[src/rtl/rca_wb_commit_pkg.sv]
// Shared types and constants for the RCA writeback commit path.
package rca_wb_commit_pkg;

    localparam int NUM_WRITE_PORTS = 5;
    localparam int RF_WR_PORTS     = 2;
    localparam int BUF_DEPTH       = 2;
    localparam int XLEN            = 32;
    localparam int ID_W            = 3;
    localparam int LANE_W          = $clog2(NUM_WRITE_PORTS);

    typedef logic [ID_W-1:0] id_t;

    // One buffered writeback: id, per-lane data and destination, and the
    // lanes that still need a register-file write.
    typedef struct packed {
        id_t                                    id;
        logic [NUM_WRITE_PORTS-1:0][XLEN-1:0]   rd;
        logic [NUM_WRITE_PORTS-1:0][4:0]        addr;
        logic [NUM_WRITE_PORTS-1:0]             mask;
    } rca_wb_entry_t;

    // State of the current FIFO head.
    typedef enum logic [1:0] {
        ST_IDLE,
        ST_DRAIN,
        ST_RETIRE
    } wb_state_t;

    // Lanes that carry a result to a real register; writes to x0 are dropped.
    function automatic logic [NUM_WRITE_PORTS-1:0] eff_mask(
        input logic [NUM_WRITE_PORTS-1:0]      valid,
        input logic [NUM_WRITE_PORTS-1:0][4:0] addr
    );
        logic [NUM_WRITE_PORTS-1:0] m;
        for (int i = 0; i < NUM_WRITE_PORTS; i++) begin
            m[i] = valid[i] && (addr[i] != 5'd0);
        end
        return m;
    endfunction

endpackage

[src/rtl/rca_wb_lane_select.sv]
// Picks the lowest-index pending lanes for this cycle's write ports and
// suppresses the lower lane of any same-address pair in the batch.
module rca_wb_lane_select
    import rca_wb_commit_pkg::*;
(
    input  logic [NUM_WRITE_PORTS-1:0]             pending,
    input  logic [NUM_WRITE_PORTS-1:0][4:0]        addr,
    output logic [RF_WR_PORTS-1:0][LANE_W-1:0]     port_lane,
    output logic [RF_WR_PORTS-1:0]                 port_we,
    output logic [NUM_WRITE_PORTS-1:0]             cleared
);

    logic [NUM_WRITE_PORTS-1:0] rem;
    logic [RF_WR_PORTS-1:0]     sel;
    logic                       found;

    // Priority pick per port, then drop lower lanes shadowed by a higher lane.
    always_comb begin
        rem       = pending;
        sel       = '0;
        port_lane = '0;
        cleared   = '0;
        found     = 1'b0;
        for (int k = 0; k < RF_WR_PORTS; k++) begin
            found = 1'b0;
            for (int i = 0; i < NUM_WRITE_PORTS; i++) begin
                if (!found && rem[i]) begin
                    found        = 1'b1;
                    sel[k]       = 1'b1;
                    port_lane[k] = LANE_W'(i);
                    rem[i]       = 1'b0;
                    cleared[i]   = 1'b1;
                end
            end
        end
        port_we = sel;
        for (int k = 0; k < RF_WR_PORTS; k++) begin
            for (int j = k + 1; j < RF_WR_PORTS; j++) begin
                if (sel[k] && sel[j] && (addr[port_lane[k]] == addr[port_lane[j]])) begin
                    port_we[k] = 1'b0;
                end
            end
        end
    end

endmodule

[src/rtl/rca_wb_commit.sv]
// Buffers RCA writebacks and drains them into the register file, retiring
// each instruction in the cycle of its last write batch.
module rca_wb_commit
    import rca_wb_commit_pkg::*;
(
    input  logic                                   clk,
    input  logic                                   rst,
    input  logic                                   flush,
    input  logic                                   rca_done,
    input  id_t                                    rca_id,
    input  logic [NUM_WRITE_PORTS-1:0][XLEN-1:0]   rca_rd,
    input  logic [NUM_WRITE_PORTS-1:0][4:0]        rca_dest_addr,
    input  logic [NUM_WRITE_PORTS-1:0]             rca_dest_valid,
    output logic                                   rca_ready,
    output logic [RF_WR_PORTS-1:0]                 rf_we,
    output logic [RF_WR_PORTS-1:0][4:0]            rf_waddr,
    output logic [RF_WR_PORTS-1:0][XLEN-1:0]       rf_wdata,
    output logic                                   retire_valid,
    output id_t                                    retire_id,
    output logic                                   overflow_err
);

    localparam int PTR_W = $clog2(BUF_DEPTH);
    localparam int CNT_W = $clog2(BUF_DEPTH + 1);

    rca_wb_entry_t                          mem [BUF_DEPTH];
    rca_wb_entry_t                          head;
    rca_wb_entry_t                          next_head;
    logic [PTR_W-1:0]                       rd_ptr;
    logic [PTR_W-1:0]                       wr_ptr;
    logic [CNT_W-1:0]                       count;
    logic [NUM_WRITE_PORTS-1:0]             pending;
    logic [NUM_WRITE_PORTS-1:0]             in_mask;
    logic [NUM_WRITE_PORTS-1:0]             cleared;
    logic [NUM_WRITE_PORTS-1:0]             remaining;
    logic [NUM_WRITE_PORTS-1:0]             pend_next;
    logic [RF_WR_PORTS-1:0][LANE_W-1:0]     port_lane;
    logic [RF_WR_PORTS-1:0]                 port_we;
    wb_state_t                              state;
    logic                                   drain;
    logic                                   push;
    logic                                   pop;
    logic                                   head_next;

    assign head      = mem[rd_ptr];
    assign next_head = mem[rd_ptr + 1'b1];
    assign in_mask   = eff_mask(rca_dest_valid, rca_dest_addr);
    assign rca_ready = (count < CNT_W'(BUF_DEPTH));
    assign push      = rca_done && rca_ready && !flush;
    assign drain     = (state == ST_DRAIN) && !flush;
    assign remaining = pending & ~cleared;

    assign retire_valid = !flush && ((state == ST_RETIRE) ||
                                     ((state == ST_DRAIN) && (remaining == '0)));
    assign retire_id    = retire_valid ? head.id : '0;
    assign pop          = retire_valid;

    rca_wb_lane_select u_lane_select (
        .pending   (pending),
        .addr      (head.addr),
        .port_lane (port_lane),
        .port_we   (port_we),
        .cleared   (cleared)
    );

    // Register-file ports follow the selected lanes of the head entry.
    always_comb begin
        rf_we    = '0;
        rf_waddr = '0;
        rf_wdata = '0;
        for (int k = 0; k < RF_WR_PORTS; k++) begin
            if (drain && port_we[k]) begin
                rf_we[k]    = 1'b1;
                rf_waddr[k] = head.addr[port_lane[k]];
                rf_wdata[k] = head.rd[port_lane[k]];
            end
        end
    end

    // Work out which entry is head next cycle and what it still has to write.
    always_comb begin
        head_next = 1'b0;
        pend_next = '0;
        if (pop) begin
            if (count > CNT_W'(1)) begin
                head_next = 1'b1;
                pend_next = next_head.mask;
            end else if (push) begin
                head_next = 1'b1;
                pend_next = in_mask;
            end
        end else if (count == '0) begin
            head_next = push;
            pend_next = push ? in_mask : '0;
        end else begin
            head_next = 1'b1;
            pend_next = drain ? remaining : pending;
        end
    end

    // Entry storage; only control state needs a reset.
    always_ff @(posedge clk) begin
        if (push) begin
            mem[wr_ptr] <= '{id: rca_id, rd: rca_rd, addr: rca_dest_addr, mask: in_mask};
        end
    end

    // FIFO pointers, head FSM, pending lanes and the sticky overflow flag.
    always_ff @(posedge clk) begin
        if (rst) begin
            rd_ptr       <= '0;
            wr_ptr       <= '0;
            count        <= '0;
            pending      <= '0;
            state        <= ST_IDLE;
            overflow_err <= 1'b0;
        end else if (flush) begin
            rd_ptr  <= '0;
            wr_ptr  <= '0;
            count   <= '0;
            pending <= '0;
            state   <= ST_IDLE;
        end else begin
            if (rca_done && !rca_ready) begin
                overflow_err <= 1'b1;
            end
            if (push) begin
                wr_ptr <= wr_ptr + 1'b1;
            end
            if (pop) begin
                rd_ptr <= rd_ptr + 1'b1;
            end
            if (push && !pop) begin
                count <= count + 1'b1;
            end else if (pop && !push) begin
                count <= count - 1'b1;
            end
            pending <= pend_next;
            if (!head_next) begin
                state <= ST_IDLE;
            end else if (pend_next != '0) begin
                state <= ST_DRAIN;
            end else begin
                state <= ST_RETIRE;
            end
        end
    end

endmodule

[config.mk]
export PLATFORM = sky130hd
export DESIGN_NAME = rca_wb_commit
export DESIGN_NICKNAME = d
export VERILOG_FILES = /design/src/rtl/rca_wb_commit_pkg.sv /design/src/rtl/rca_wb_lane_select.sv /design/src/rtl/rca_wb_commit.sv
export SDC_FILE = /design/constraint.sdc
export NUM_CORES = 1
export LEC_CHECK = 0
export CELL_PAD_IN_SITES_DETAIL_PLACEMENT = 1
export CELL_PAD_IN_SITES_GLOBAL_PLACEMENT = 2
export CORE_MARGIN = 1
export CORE_UTILIZATION = 41
export CTS_BUF_LIST = sky130_fd_sc_hd__clkbuf_8
export CTS_CLUSTER_SIZE = 20
export DETAILED_ROUTE_END_ITERATION = 8
export GPL_TIMING_DRIVEN = 0
export MAX_ROUTING_LAYER = met4
export PLACE_DENSITY = 0.82
export RECOVER_POWER = 100
export REMOVE_ABC_BUFFERS = 1
export SYNTH_ARGS = -nofsm -noshare
export SYNTH_HDL_FRONTEND = slang
export SYNTH_SLANG_ARGS = --single-unit
[constraint.sdc]
create_clock -name clk -period 13 [get_ports clk]
set_input_delay 3.25 -clock clk [delete_from_list [all_inputs] [get_ports clk]]
set_output_delay 3.25 -clock clk [all_outputs]
set_load 0.1 [all_outputs]
==> qor.csv, run 1 <==
metric,value,unit
status,"complete, but fails checks",
violations,"capacitance limit, slew limit",
syn-cell-area,0.01882,sq mm
synth_cells,1096,
hold_violations,0,
synthTopCellsByArea,"edfxtp_1, mux4_2, mux2i_1",
crit_family,buffers and inverters,
slowest_delay,1250,ps
slew_violations,296,
rsz0062_at_grt,no,
utilization,52.02,%
place_inst,1913,
min_delay_path_depth,2,
die_y,216.2,um
grt_usage,22.33,%
routabilityCongestion,0.8144,
setup_viol,0,
grt.overflow.total,0,
synthFlopType,edfxtp_1,
regToRegStartpoint,count[1],
min_period,10070,ps
max_freq,99.28,MHz
synth_compound_area_share,5.772,%
io_pins,279,
crit_path_end_kind,output pin,
hp-class,flip-flop to flip-flop,
clkTransAtPathRegs,60,ps
nFillCells,4307,
post-dp-hpwl,33.46,mm
path_cells,"dlygate4sd3_1, nor2_1, and2_1, o31ai_1, a31oi_4, buf_16, buf_16, nor3b_1, dlygate4sd3_1",
cp-start-kind,primary input,
reg2reg_depth,5,
fin_crit_sh,77.48,%
post-route-drc-count,0,
synth_top_area_cell,edfxtp_1,
rrSetupSlack,7310,ps
drt-pass1-iter-count,5,
worstHoldStart,overflow_err,
grt_max_degree,79,
clk_path_buf_depth,3,
skew,30.83,ps
synth_top_family_by_area,multiplexers,
postRouteAntennaNets,0,
antenna_found_initial,18,
grt_pass1_wl,75.17,mm
cp_max_fo,16,
crit_buf_inv,4,
synthXorXnorAreaFrac,0.3724,%
cts_buffers,69,
synth.avg_cell_area,17.17,sq um
grt_pass1_vias,12630,
yosys.area_share.adder,0.3591,%
synth_top_area_share,61.60,%
cts_htree_levels,3,
clk_latency,650,ps
arrival,6820,ps
portBuffers,278,
whs_endpoint,overflow_err,
die_area,0.04676,sq mm
ys_ff_latch,399,
rows,78,
root_buffer,clkbuf_8,
muxShareOfSynthArea,21.22,%
synth_warnings,0,
fin_setup_tns,0,ps
area_growth,25.19,%
ys_types,71,
final_cells,2049,
crit_type,primary input to output pin,
regArea,0.01186,sq mm
maxSlewHeadroom,-148.4,%
synth.yosys.seq_area_share,62.98,%
start_util,41.55,%
routed_wl,49.91,mm
crit_slowest_cell,dlygate4sd3_1,
yosys.area_share.simple,6.583,%
wl_per_cell,24.36,um
multi_input_area,0.006506,sq mm
power_density,120.8,mW/mm^2
p_leak,7.872,nW
tightest_slew,3727,ps
maxCapViolCount,8,
async_flop_share,0,%
final_nets,1584,
drive_above_1_share,21.54,%
drt_iter0_markers,528,
clock_sinks,399,
coreArea,0.04528,sq mm
vias,11510,
peakVddDrop,0.0001028,V
synth-edff-count,386,
die_x,216.2,um
cts_tree,yes,
via_per_inst,5.618,
ctsResizeCount,0,
post_cts_buffers,0,
postCtsHoldBufs,0,
cp.required,9750,ps
reg2reg_to,mem[0][81],
layer usage:
layer | global-route usage [%] | up-vias | part of all wire, %
li1 | - | 5121 | -
met1 | 26.65 | 5924 | 41
met2 | 37.00 | 350 | 51
met3 | 4.786 | 116 | 5.5
met4 | 8.779 | 0 | 3.0
met5 | - | - | 0
sequential cells by signal, indices dropped and copies added, names as in the netlist, named ones only:
register,cells
overflow_err,1
pending,5
state,2
count,2
wr_ptr,1
rd_ptr,1
mem,386
worst reg2reg max path, cell delays in order (launching register included):
cell and delay (ps):
dfxtp_1 330, inv_1 120, nand3_1 220, nor2_1 1800, clkbuf_1 1320, clkbuf_1 1450
cell type report:
type,instances,area share (%)
Antenna cell,19,0.2018
Clock buffer,70,4.090
Clock inverter,47,0.9613
Inverter,22,0.3505
Multi-Input combinational cell,593,27.62
Sequential cell,399,50.32
Tap cell,600,3.187
Timing Repair Buffer,299,13.27
Yosys cell counts (all sizes together) (6+ instances only):
cell type / n
nand2: 19
a21oi: 10
a31oi: 7
buf: 54
nor2: 92
and2: 8
or4: 6
nand3b: 7
clkbuf: 28
o21ai: 11
mux4: 137
mux2: 35
mux2i: 51
inv: 21
o22ai: 35
a211oi: 36
nor3b: 35
dfxtp: 13
o211ai: 18
edfxtp: 386
nor2b: 8
cell families after synthesis:
group	after synthesis
flops	399
mux	223
simple gates	207
compound gates	149
buf+inv	104
xor+xnor	8
fa+ha+maj	6
power breakdown:
part	internal, mW	total [mW]	switching [mW]
clock	0.517	1.02	0.501
combinational	0.165	0.346	0.180
sequential	1.46	1.48	0.0242
through the flow:
step | cell area (sq um) | power (mW) | hold slack (ps) | worst slack [ps]
floorplan | 18390 | 1.734 | 490.8 | -3288
global placement | 21920 | 1.887 | 459.8 | -7606
detailed placement | 22480 | 1.873 | 475.7 | 3069
CTS | 23670 | 2.903 | 489.5 | 3054
global route | 23550 | 2.957 | 540.2 | 2744
finish | 23560 | 2.847 | 475.7 | 2928
layout by cell type (no fill, tap or decap), drive strengths merged, types with 17 or more instances in the layout:
cell / n
a211oi: 36
clkbuf: 78
clkinv: 17
diode: 19
dlygate4sd3: 271
edfxtp: 386
inv: 47
mux2: 35
mux2i: 51
mux4: 137
nand2: 19
nor2: 92
nor3b: 35
o211ai: 18
o22ai: 35
worst max-delay path by stage:
stage                    from           end  depth (start not counted)  slack [ps]
finish                  flush  rf_wdata[29]                          9        2930
global route            flush  rf_wdata[29]                          9        2740
CTS                     flush  rf_wdata[28]                          9        3050
detailed placement      flush  rf_wdata[28]                          9        3070
global placement    flip-flop  rf_wdata[23]                          9       -7610
floorplan           flip-flop   rf_wdata[0]                          8       -3290
Note: power is estimated with default switching activity, not from simulation.
==> inputs of run 2 (changes only) <==
==> constraint.sdc (replaced) <==
create_clock -name clk -period 10.4 [get_ports clk]
set_input_delay 2.6 -clock clk [delete_from_list [all_inputs] [get_ports clk]]
set_output_delay 2.6 -clock clk [all_outputs]
set_load 0.1 [all_outputs]
==> qor.csv, run 2 (synthesis results as in run 1) <==
metric,value,unit,change
vias,11520,,was 11510
via_per_inst,5.624,,was 5.618
final_common_cell,edfxtp_1,,unchanged
clkTransAtPathRegs,60,ps,about the same
postRouteAntennaNets,0,,unchanged
min_delay_path_depth,2,,unchanged
start_util,41.55,%,unchanged
top_usage_layer,met2,,unchanged
area_growth,25.07,%,was 25.19%
status,"complete, but fails checks",,unchanged
drt-pass1-iter-count,5,,unchanged
final_cell_mix,"edfxtp_1, dlygate4sd3_1, mux4_2",,unchanged
skew,30.66,ps,was 30.83 ps
drive_above_1_share,21.54,%,unchanged
met3_usage,4.786,%,unchanged
arrival,6460,ps,was 6820 ps
rsz0062_at_grt,no,,unchanged
cts_tree,yes,,unchanged
peakVddDrop,0.0001285,V,was 0.0001028 V
max_freq,110.4,MHz,
setup_viol,0,,unchanged
cp.required,7800,ps,was 9750 ps
top_regs,"mem: 386 flops, pending: 5 flops",,unchanged
drt_iter0_markers,528,,unchanged
clk_latency,650,ps,about the same
cts_buffers,69,,unchanged
violations,"capacitance limit, slew limit",,unchanged
crit_type,flip-flop to output pin,,was primary input to output pin
wl_per_cell,24.38,um,was 24.36 um
cp_max_fo,78,,was 16
grt_max_degree,79,,unchanged
antenna_found_initial,18,,unchanged
use_met2,37.00,%,unchanged
maxCapViolCount,9,,was 8
portBuffers,278,,unchanged
slew_violations,361,,was 296
reg2reg_depth,6,,was 5
post-route-drc-count,0,,unchanged
fin_crit_sh,87.13,%,
place_ws,1769,ps,was 3069 ps
coreArea,0.04528,sq mm,unchanged
routabilityCongestion,0.8144,,unchanged
largest_reg_flops,386,,unchanged
clock_sinks,399,,unchanged
root_buffer,clkbuf_8,,unchanged
fin_total_pwr,3.559,mW,was 2.847 mW
max_flop_register,mem,,unchanged
rows,78,,unchanged
rrSetupSlack,3650,ps,was 7310 ps
ctsResizeCount,0,,unchanged
die_area,0.04676,sq mm,unchanged
worst_slack,1339,ps,was 2928 ps
hp-class,flip-flop to flip-flop,,unchanged
power_density,151.2,mW/mm^2,was 120.8 mW/mm^2
cp-start-kind,flip-flop,,was primary input
postCtsHoldBufs,0,,unchanged
cts_htree_levels,3,,unchanged
post-dp-hpwl,33.46,mm,unchanged
hold_violations,0,,unchanged
die_y,216.2,um,unchanged
grt_usage,22.33,%,unchanged
grt_pass1_vias,12630,,unchanged
die_x,216.2,um,unchanged
crit_path_end_kind,output pin,,unchanged
routed_wl,49.95,mm,was 49.91 mm
grt_pass1_wl,75.17,mm,unchanged
met1_usage,26.65,%,unchanged
p_leak,7.862,nW,was 7.872 nW
grt.overflow.total,0,,unchanged
final_nets,1584,,unchanged
maxSlewHeadroom,-139.9,%,was -148.4%
io_pins,279,,unchanged
post_cts_buffers,0,,unchanged
utilization,51.97,%,was 52.02%
clk_path_buf_depth,3,,unchanged
min_period,9061,ps,
tightest_slew,3598,ps,was 3727 ps
run 2: cell types whose count changed in the layout (fill, tap and decap cells not counted), sizes merged:
cell / change
buf: -1
clkbuf: +1
clkdlybuf4s50: +1
dlygate4sd3: -1
run 2: path summary, 6_finish.rpt:
check,to,startpoint
worst max register to register,mem[1][186],count[1]
worst max-delay path,rf_wdata[29],pending[3]
worst min-delay path,overflow_err,overflow_err
worst min register to register,overflow_err,overflow_err
run 2: per-stage QoR:
step | setup TNS, ps | hold WS, ps | instance area, sq um | instances
after floorplan | -506110 | 490.8 | 18390 | 1014
after global placement | -2147470 | 459.8 | 21920 | 1892
after detailed placement | 0 | 475.7 | 22480 | 1913
after CTS | 0 | 489.5 | 23670 | 2030
after global routing | 0 | 540.2 | 23530 | 2045
final | 0 | 475.7 | 23540 | 2049
run 2: worst max-delay path: stages, from the launching register on:
cell	delay (ps)
dfxtp_1	820
nor2b_4	420
o21a_4	1040
mux4_2	430
o2111ai_1	350
and3_1	210
a211oi_1	70
a31oi_4	490
buf_16	220
buf_16	170
nor3b_1	280
dlygate4sd3_1	1250
run 2: area by class of cell:
type,count,area (sq um)
tap,600,750.7
fill,4310,21750
sequential,399,11860
inverter,22,82.58
clock inverter,47,226.5
timing repair buffer,299,3103
antenna,19,47.55
multi-input combinational,593,6506
clock buffer,70,963.4
run 2: report_power, final:
part / total [mW] / internal [mW] / leakage (nW) / switching (mW)
clock: 1.27 / 0.647 / 0.688 / 0.627
combinational: 0.432 / 0.206 / 3.53 / 0.226
sequential: 1.85 / 1.82 / 3.65 / 0.0303
run 2: per-layer routing:
layer | wire length, um | up-vias | part of all wire [%]
li1 | - | 5122 | -
met1 | 20260 | 5932 | 41
met2 | 25410 | 354 | 51
met3 | 2764 | 116 | 5.5
met4 | 1513 | 0 | 3.0
met5 | 0 | - | 0
==> inputs of run 3 (changes only) <==
--- a/config.mk
+++ b/config.mk
@@ -8,15 +8,17 @@
 export CELL_PAD_IN_SITES_DETAIL_PLACEMENT = 1
 export CELL_PAD_IN_SITES_GLOBAL_PLACEMENT = 2
 export CORE_MARGIN = 1
-export CORE_UTILIZATION = 41
+export CORE_UTILIZATION = 40
 export CTS_BUF_LIST = sky130_fd_sc_hd__clkbuf_8
+export CTS_CLUSTER_DIAMETER = 30
 export CTS_CLUSTER_SIZE = 20
 export DETAILED_ROUTE_END_ITERATION = 8
 export GPL_TIMING_DRIVEN = 0
 export MAX_ROUTING_LAYER = met4
-export PLACE_DENSITY = 0.82
+export PLACE_DENSITY = 0.83
 export RECOVER_POWER = 100
 export REMOVE_ABC_BUFFERS = 1
 export SYNTH_ARGS = -nofsm -noshare
 export SYNTH_HDL_FRONTEND = slang
+export SYNTH_HIERARCHICAL = 1
 export SYNTH_SLANG_ARGS = --single-unit
==> qor.csv, run 3 <==
metric,value,unit,change
clock_sinks,399,,unchanged
arrival,6370,ps,was 6460 ps
antenna_found_initial,26,,was 18
postCtsHoldBufs,0,,unchanged
portBuffers,278,,unchanged
grt_max_degree,65,,was 79
cp.required,7800,ps,about the same
synthTopCellsByArea,"edfxtp_1, mux4_2, mux2i_1",,unchanged
fin_setup_tns,0,ps,unchanged
synth_cells,1297,,was 1096
cts_buffers,100,,was 69
ctsResizeCount,0,,unchanged
maxSlewHeadroom,-123.0,%,was -139.9%
synth.avg_cell_area,14.54,sq um,was 17.17 sq um
synthMostInstantiatedCell,edfxtp_1,,unchanged
ys_ff_latch,399,,unchanged
final_cells,2330,,was 2049
min_period,8975,ps,was 9061 ps
max_freq,111.4,MHz,was 110.4 MHz
place_inst,2120,,was 1913
rsz0062_at_grt,no,,unchanged
fin_total_pwr,4.396,mW,was 3.559 mW
synth-edff-count,386,,unchanged
rows,79,,was 78
coreArea,0.04656,sq mm,was 0.04528 sq mm
synthFlopType,edfxtp_1,,unchanged
fin_crit_sh,86.29,%,was 87.13%
max_flop_register,mem,,unchanged
ys_top_cells_by_count,"edfxtp_1, mux2i_1, nor2_1",,"was edfxtp_1, mux4_2, nor2_1"
grt.overflow.total,0,,unchanged
final_cell_mix,"edfxtp_1, dlygate4sd3_1, mux2i_1, clkbuf_8, nor2_1",,"was edfxtp_1, dlygate4sd3_1, mux4_2"
synth_top_area_share,61.47,%,was 61.60%
clk_path_buf_depth,3,,unchanged
via_per_inst,5.567,,was 5.624
maxCapViolCount,8,,was 9
largest_reg_flops,386,,unchanged
grt_pass1_wl,83.37,mm,was 75.17 mm
die_y,219.1,um,was 216.2 um
power_density,176.6,mW/mm^2,was 151.2 mW/mm^2
start_util,40.50,%,was 41.55%
grt_pass1_vias,14120,,was 12630
cp_max_fo,45,,was 78
postRouteAntennaNets,0,,unchanged
routed_wl,55.32,mm,was 49.95 mm
area_growth,31.99,%,was 25.07%
routabilityCongestion,0.8288,,was 0.8144
post-route-drc-count,0,,unchanged
drive_above_1_share,18.19,%,was 21.54%
skew,20.77,ps,was 30.66 ps
status,"complete, but fails checks",,unchanged
wl_per_cell,23.74,um,was 24.38 um
syn-cell-area,0.01886,sq mm,was 0.01882 sq mm
synth.yosys.seq_area_share,62.85,%,was 62.98%
top_regs,"mem: 386 flops, pending: 5 flops",,unchanged
cts_tree,yes,,unchanged
tightest_slew,3344,ps,was 3598 ps
drt_iter0_markers,753,,was 528
final_nets,1815,,was 1584
vias,12970,,was 11520
clk_latency,670,ps,was 650 ps
io_pins,279,,unchanged
async_flop_share,0,%,unchanged
grt_usage,24.00,%,was 22.33%
clkTransAtPathRegs,60,ps,about the same
die_area,0.04801,sq mm,was 0.04676 sq mm
slew_violations,273,,was 361
final_common_cell,edfxtp_1,,unchanged
drt-pass1-iter-count,5,,unchanged
synth_top_area_cell,edfxtp_1,,unchanged
ys_types,66,,was 71
post_cts_buffers,0,,unchanged
hp-class,flip-flop to flip-flop,,unchanged
root_buffer,clkbuf_8,,unchanged
cp-start-kind,flip-flop,,unchanged
setup_viol,0,,unchanged
hold_violations,0,,unchanged
die_x,219.1,um,was 216.2 um
violations,"capacitance limit, slew limit",,unchanged
p_leak,8.427,nW,was 7.862 nW
synth_warnings,6,,was 0
cts_htree_levels,3,,unchanged
post-dp-hpwl,35.86,mm,was 33.46 mm
crit_type,flip-flop to output pin,,unchanged
peakVddDrop,0.0001198,V,was 0.0001285 V
crit_path_end_kind,output pin,,unchanged
[run 3: changes by cell type in the layout (fill, tap and decap cells not counted), sizes merged, moves of 35 or more]
cell,previous run,this run
a21oi,10,79
mux2i,51,101
and2,8,77
mux4,137,74
a211oi,36,71
o22ai,35,85
[run 3: cells by family after synthesis]
group	Yosys count	share of synthesized area [%]
AOI/OAI and AO/OA	287	9.894
xor gates and xnor gates	15	0.6968
adders and majority gates	4	0.2522
buffers and inverters	145	3.517
DFF	399	62.85
muxes	208	16.17
and+or+nand+nor	239	6.616
[run 3: worst paths after layout]
kind                            depth (start not counted)  slack [ps]            to         start
worst max-delay path                                   11        1430   rf_wdata[0]    pending[1]
worst min-delay path                                    2         470  overflow_err  overflow_err
worst max register to register                          6        4140    mem[1][84]      count[1]
worst min register to register                          2         470  overflow_err  overflow_err
[run 3: where the power goes]
part	internal, mW	switching (mW)
registers	1.82	0.0206
clock network	1.37	0.815
logic	0.174	0.195
[run 3: metrics by stage]
step                setup slack (ps)  hold WS, ps  cell area [sq um]  util (%)
detailed placement              2196        476.7              22700     48.76
global route                    1121        487.9              24880     53.45
global placement               -8588        451.5              21920     47.07
floorplan                      -2466        498.4              18370         -
finish                          1425        472.6              24890     53.46
CTS                             1467        487.0              25010     53.71
[run 3: routing by layer]
metal | vias up | share of wire, % | global-route usage [%]
met1 | 6617 | 41 | 28.92
met2 | 400 | 51 | 39.35
met5 | - | 0 | -
li1 | 5841 | - | -
met4 | 0 | 2.4 | 9.051
met3 | 114 | 6.2 | 5.392
[run 3: area by class of cell]
class | instances | area (sq um)
fill | 4565 | 21670
antenna | 24 | 60.06
sequential | 399 | 11860
timing repair buffer | 314 | 3351
clock inverter | 85 | 913.4
clock buffer | 101 | 1390
inverter | 47 | 177.7
tap | 607 | 759.5
multi-input combinational | 753 | 6381
[run 3: critical path: stages, from the launching register on]
cell,delay [ps]
dfxtp_1,720
nor2_1,560
nand3_1,250
inv_2,1010
o21ai_0,300
xor2_1,210
a31o_2,280
a41oi_2,120
and2_2,510
buf_12,250
and2_1,160
dlygate4sd3_1,1270
